`src/rtl/uart_rx_engine.sv`:
```
`timescale 1ns/1ps
// uart_rx_engine: UART receiver. Oversamples the serial line, rebuilds 7/8-bit
// frames with optional parity, and holds the byte and status until read.
// Optional build macro: UART_RX_MAJORITY_EN (2-of-3 majority vote per bit).
module uart_rx_engine #(
    parameter int unsigned SYNC_STAGES = 2
) (
    input  logic       clk,
    input  logic       reset,
    input  logic       rx,
    input  logic       eight,
    input  logic       pen,
    input  logic       ohel,
    input  logic [3:0] baud,
    input  logic       read_strobe,
    output logic [7:0] rx_data,
    output logic       rx_ready,
    output logic       perr,
    output logic       ferr,
    output logic       ovf
);

    localparam int unsigned CNT_W = 18;
    localparam int unsigned BIT_W = 3;

    typedef enum logic [2:0] {
        S_IDLE,
        S_START,
        S_DATA,
        S_PARITY,
        S_STOP,
        S_DONE
    } state_e;

    // Bit time in clocks for each rate select; out-of-range selects use the fastest rate.
    function automatic logic [CNT_W-1:0] bit_time(input logic [3:0] sel);
        case (sel)
            4'd0:    return 18'd166667;
            4'd1:    return 18'd41667;
            4'd2:    return 18'd20833;
            4'd3:    return 18'd10417;
            4'd4:    return 18'd5208;
            4'd5:    return 18'd2604;
            4'd6:    return 18'd1302;
            4'd7:    return 18'd868;
            4'd8:    return 18'd434;
            4'd9:    return 18'd217;
            4'd10:   return 18'd109;
            default: return 18'd54;
        endcase
    endfunction

    logic [SYNC_STAGES-1:0] sync_q;
    logic                   rx_prev_q;
    state_e                 state_q,  state_d;
    logic [CNT_W-1:0]       cnt_q,    cnt_d;
    logic [BIT_W-1:0]       bitcnt_q, bitcnt_d;
    logic [7:0]             shreg_q,  shreg_d;
    logic                   par_q,    par_d;
    logic                   stop_q,   stop_d;
    logic                   eight_q,  eight_d;
    logic                   pen_q,    pen_d;
    logic                   ohel_q,   ohel_d;
    logic [3:0]             baud_q,   baud_d;
    logic [7:0]             rx_data_q,  rx_data_d;
    logic                   rx_ready_q, rx_ready_d;
    logic                   perr_q,     perr_d;
    logic                   ferr_q,     ferr_d;
    logic                   ovf_q,      ovf_d;

    logic                   rx_s_c;
    logic                   fall_c;
    logic                   samp_c;
    logic [CNT_W-1:0]       k_c;
    logic [CNT_W-1:0]       half_load_c;
    logic [BIT_W-1:0]       last_bit_c;
    logic [7:0]             byte_c;

    assign rx_s_c = sync_q[SYNC_STAGES-1];
    assign fall_c = rx_prev_q & ~rx_s_c;

`ifdef UART_RX_MAJORITY_EN
    // Vote over the line one clock before, at, and one clock after the nominal point;
    // the earlier synchronizer stage supplies the look-ahead so latency is unchanged.
    logic rx_next_c;
    assign rx_next_c = sync_q[SYNC_STAGES-2];
    assign samp_c    = (rx_prev_q & rx_s_c) | (rx_prev_q & rx_next_c) | (rx_s_c & rx_next_c);
`else
    assign samp_c = rx_s_c;
`endif

    // The edge is seen one clock after it leaves the synchronizer, so the first wait is H-2.
    assign k_c         = bit_time(baud_q);
    assign half_load_c = (bit_time(baud) >> 1) - CNT_W'(2);
    assign last_bit_c  = eight_q ? BIT_W'(7) : BIT_W'(6);
    assign byte_c      = eight_q ? shreg_q : {1'b0, shreg_q[7:1]};

    assign rx_data  = rx_data_q;
    assign rx_ready = rx_ready_q;
    assign perr     = perr_q;
    assign ferr     = ferr_q;
    assign ovf      = ovf_q;

    // Input synchronizer and previous-sample register for edge detection.
    always_ff @(posedge clk or negedge reset) begin
        if (!reset) begin
            sync_q    <= '1;
            rx_prev_q <= 1'b1;
        end else begin
            sync_q    <= {sync_q[SYNC_STAGES-2:0], rx};
            rx_prev_q <= rx_s_c;
        end
    end

    // Frame state, datapath and output registers.
    always_ff @(posedge clk or negedge reset) begin
        if (!reset) begin
            state_q    <= S_IDLE;
            cnt_q      <= '0;
            bitcnt_q   <= '0;
            shreg_q    <= '0;
            par_q      <= 1'b0;
            stop_q     <= 1'b1;
            eight_q    <= 1'b1;
            pen_q      <= 1'b0;
            ohel_q     <= 1'b0;
            baud_q     <= '0;
            rx_data_q  <= '0;
            rx_ready_q <= 1'b0;
            perr_q     <= 1'b0;
            ferr_q     <= 1'b0;
            ovf_q      <= 1'b0;
        end else begin
            state_q    <= state_d;
            cnt_q      <= cnt_d;
            bitcnt_q   <= bitcnt_d;
            shreg_q    <= shreg_d;
            par_q      <= par_d;
            stop_q     <= stop_d;
            eight_q    <= eight_d;
            pen_q      <= pen_d;
            ohel_q     <= ohel_d;
            baud_q     <= baud_d;
            rx_data_q  <= rx_data_d;
            rx_ready_q <= rx_ready_d;
            perr_q     <= perr_d;
            ferr_q     <= ferr_d;
            ovf_q      <= ovf_d;
        end
    end

    // Next-state, bit sampling and status update.
    always_comb begin
        state_d    = state_q;
        cnt_d      = cnt_q;
        bitcnt_d   = bitcnt_q;
        shreg_d    = shreg_q;
        par_d      = par_q;
        stop_d     = stop_q;
        eight_d    = eight_q;
        pen_d      = pen_q;
        ohel_d     = ohel_q;
        baud_d     = baud_q;
        rx_data_d  = rx_data_q;
        rx_ready_d = rx_ready_q;
        perr_d     = perr_q;
        ferr_d     = ferr_q;
        ovf_d      = ovf_q;

        if (read_strobe && rx_ready_q) begin
            rx_ready_d = 1'b0;
            ovf_d      = 1'b0;
        end

        case (state_q)
            S_IDLE: begin
                if (fall_c) begin
                    eight_d = eight;
                    pen_d   = pen;
                    ohel_d  = ohel;
                    baud_d  = baud;
                    cnt_d   = half_load_c;
                    state_d = S_START;
                end
            end
            S_START: begin
                if (cnt_q == '0) begin
                    if (samp_c) begin
                        state_d = S_IDLE;
                    end else begin
                        cnt_d    = k_c - CNT_W'(1);
                        bitcnt_d = '0;
                        state_d  = S_DATA;
                    end
                end else begin
                    cnt_d = cnt_q - CNT_W'(1);
                end
            end
            S_DATA: begin
                if (cnt_q == '0) begin
                    shreg_d = {samp_c, shreg_q[7:1]};
                    cnt_d   = k_c - CNT_W'(1);
                    if (bitcnt_q == last_bit_c) begin
                        state_d = pen_q ? S_PARITY : S_STOP;
                    end else begin
                        bitcnt_d = bitcnt_q + BIT_W'(1);
                    end
                end else begin
                    cnt_d = cnt_q - CNT_W'(1);
                end
            end
            S_PARITY: begin
                if (cnt_q == '0) begin
                    par_d   = samp_c;
                    cnt_d   = k_c - CNT_W'(1);
                    state_d = S_STOP;
                end else begin
                    cnt_d = cnt_q - CNT_W'(1);
                end
            end
            S_STOP: begin
                if (cnt_q == '0) begin
                    stop_d  = samp_c;
                    state_d = S_DONE;
                end else begin
                    cnt_d = cnt_q - CNT_W'(1);
                end
            end
            S_DONE: begin
                rx_data_d  = byte_c;
                perr_d     = pen_q & (((^byte_c) ^ par_q) != ohel_q);
                ferr_d     = ~stop_q;
                rx_ready_d = 1'b1;
                if (rx_ready_q && !read_strobe) begin
                    ovf_d = 1'b1;
                end
                state_d = S_IDLE;
            end
            default: begin
                state_d = S_IDLE;
            end
        endcase
    end

endmodule

```
`config.mk`:
```
export PLATFORM = sky130hd
export DESIGN_NAME = uart_rx_engine
export DESIGN_NICKNAME = d
export VERILOG_FILES = /design/src/rtl/uart_rx_engine.sv
export SDC_FILE = /design/constraint.sdc
export NUM_CORES = 1
export LEC_CHECK = 0
export BUFFER_PORTS_ARGS = -buffer_cell sky130_fd_sc_hd__buf_4
export CAP_MARGIN = 20
export CORE_MARGIN = 4
export CORE_UTILIZATION = 25
export CTS_BUF_LIST = sky130_fd_sc_hd__clkbuf_16
export CTS_CLUSTER_DIAMETER = 120
export CTS_CLUSTER_SIZE = 14
export DETAILED_ROUTE_END_ITERATION = 10
export HOLD_SLACK_MARGIN = 0.1
export PLACE_DENSITY = 0.43
export SYNTH_ARGS = -nofsm -noshare
export SYNTH_HDL_FRONTEND = slang
export SYNTH_SLANG_ARGS = --single-unit
```
`constraint.sdc`:
```
create_clock -name clk -period 2.8 [get_ports clk]
set_input_delay 0.14 -clock clk [delete_from_list [all_inputs] [get_ports clk]]
set_output_delay 0.14 -clock clk [all_outputs]
set_load 0.1 [all_outputs]
```
==> impl_metrics.tcl <==
set metrics [dict create \
    status "finished, final reports clean" \
    cts-buffers-inserted 5 \
    place_hpwl_mm 9.14 \
    setup_violations 0 \
    synth_ff_type "dfrtp_1" \
    total_power_mw 3.77 \
    synth_top_cell_by_area "dfrtp_1" \
    fmax_ghz 0.395 \
    postSynthCellCount 505 \
    die_y_um 139 \
    firstDrtPassIters 5 \
    cts_setup_buffers 0 \
    cp.arrival_ns 2.73 \
    path_delay_family "compound AO/OA/AOI/OAI gates" \
    cp_num_buf_inv 1 \
    start_kind "register" \
    ys_top_cells_by_area "dfrtp_1 (30%), o21ai_0 (4.9%), ha_1 (4.7%)" \
    maxCapViolCount 0 \
    drt_iter0_markers 307 \
    initial_core_util_pct 25.6 \
    ys_ff_latch 56 \
    clk_pin_slew_worst_paths_ns 0.08 \
    worst_r2r_startpoint "cnt_q[0]" \
    fin_crit_ns 2.53 \
    io_pins 23 \
    cp-startpoint "cnt_q[0]" \
    rows 47 \
    cts_tree "built" \
    required_ns 3.00 \
    die_area_sq_um 19200 \
    antenna_found_initial 0 \
    crit_chain "inv_1 > ha_1 > nor4b_1 > and4_1 > nand3_2 > a21boi_2 > o211ai_1 > a22o_1" \
    syn_area_sq_um 4270 \
    crit_type "reg2reg" \
    crit_path_end "cnt_q[14]" \
    nets 552 \
    finalHoldViolations 0 \
    drc 0 \
    h-tree-depth 2 \
    clk_latency_ns 0.31 \
    area_growth_pct 15.2 \
    core_area_sq_um 16600 \
    wirelength_mm 12.3 \
    synth.avg_cell_area_sq_um 8.45 \
    tightest_slew_ns 0.763 \
    slowest_stage "a21boi_2" \
    finalCritPeriodShare_pct 90.4 \
    cts.sinks 56 \
    track_usage_pct 13.1 \
    antenna_cells 0 \
    num_vias 3831 \
    postRouteAntennaNets 0 \
    cts_buffer_depth 2 \
    fin_area_sq_um 4910 \
    rr_worst_depth 8 \
    p_leak_nw 2.07 \
    power_density_nw_per_um2 766 \
    slew_viol_final 0 \
    tns_ns 0 \
    r2r_end "cnt_q[14]" \
    seq_area_frac_synth_pct 33.0 \
    grt_setup_unrepaired "no" \
    ir_drop_v 0.000384 \
    yosysTopAreaCellShare_pct 29.9 \
    post_synth_num_cell_types 69 \
    slew-limit-headroom_pct 49.1 \
    dp_slack_ns 0.101 \
    grt_pass1_wl_mm 20.7 \
    die_w_um 139 \
    clock_skew_ns 0.00939 \
    setup_slack_ns 0.267 \
    grt_max_degree 57 \
    post_dp_cell_area_sq_um 4700 \
    cts_root_buf "clkbuf_16" \
    viasPerCell 5.14 \
    synth_edf_count 0 \
    cp.depth 8 \
    max_stage_delay_ns 0.48 \
    overflow 0 \
    drive_above_1_share_pct 16.5 \
    regToRegSetupSlack_ns 0.27 \
    synthArstFlopShare_pct 100 \
    place.port_buffers 22 \
    worstPathMaxFanout 9 \
    cp-end-kind "register" \
    hold_ws_ns 0.273 \
    ys_warn_count 0 \
    syn-num-nets 532 \
    wire_per_inst_um 16.5 \
    grt_pass1_vias 3698 \
    hp-class "in2reg" \
    gp_congestion 0.823 \
]
[worst min-delay path by stage]
stage	endpoint	startpoint	depth (start not counted)
finish	baud_q[0]	baud[0]	3
detailed placement	sync_q[0]	rx	1
CTS	baud_q[0]	baud[0]	3
global placement	sync_q[0]	rx	1
global route	baud_q[3]	baud[3]	2
floorplan	asynchronous set/reset pin	reset	0
[per-layer routing]
layer  track usage [%]  routed length (um)
met5                 0                   0
met4              3.81                 218
met3              2.17                 507
met2              20.0                5640
met1              19.0                5980
[flip-flops by register name (all words and copies together) (netlist names), 2 cells and up, named ones only]
| signal | flops |
|---|---|
| state_q | 3 |
| cnt_q | 18 |
| shreg_q | 8 |
| rx_data | 8 |
| sync_q | 2 |
| baud_q | 4 |
| bitcnt_q | 3 |
[where the power goes]
part	leakage [nW]	internal, mW	total [mW]	switching [mW]
clock network	0.0767	0.346	0.686	0.340
logic	1.27	0.772	1.79	1.02
registers	0.723	1.00	1.29	0.285
[stage by stage]
stage,util [%],cells
floorplan,-,505
global placement,28.2,732
detailed placement,28.2,732
CTS,29.5,746
global route,29.5,746
finish,29.5,746
[worst min-delay path: cells and delay by family]
family,cells,cell delay (ns)
buffers and inverters,2,0.29
AO/OA/AOI/OAI,1,0.11
[cells by family (layout without fill, tap and decap cells)]
group	after synthesis	count (layout)	synth area share (%)
xor+xnor	21	21	4.31
flops	56	56	33.0
fa+ha+maj	16	16	4.69
compound gates	152	152	23.4
mux	30	30	7.51
simple gates	177	177	21.8
buf+inv	53	74	5.25
[placed cells by master, fill, tap and decap left out, types with 8 or more instances in the layout]
master	n
mux2i_1	14
nor2_1	44
buf_4	42
nand2_1	40
o21ai_0	42
mux2_2	15
nand3_1	10
a211oi_1	10
o31ai_1	8
a31oi_1	9
xnor2_1	12
a21oi_1	24
dfrtp_1	51
nand2b_1	12
inv_1	17
ha_1	16
nor3_1	19
o211ai_1	8
xor2_1	9
[synth_stat cells, types with 14 or more instances]
library cell,instances
a21oi_1,24
clkbuf_1,23
dfrtp_1,51
ha_1,16
inv_1,17
mux2_2,15
mux2i_1,14
nand2_1,40
nor2_1,44
nor3_1,19
o21ai_0,42
[layout make-up]
class                      instances  area, sq um
fill                            1768        11700
multi-input combinational        396         2640
sequential                        56         1410
timing repair buffer              48          375
tap                              220          275
clock buffer                       5          125
inverter                          18         67.6
clock inverter                     3         28.8
[timing repair]
item | 4_1_cts | 5_1_grt
hold endpoints to repair | 57 | 0
resized for setup | 0 | 1
setup endpoints to repair | 0 | 1
hold buffers | 6 | 0
No activity file was read; power rests on OpenSTA's default activity.
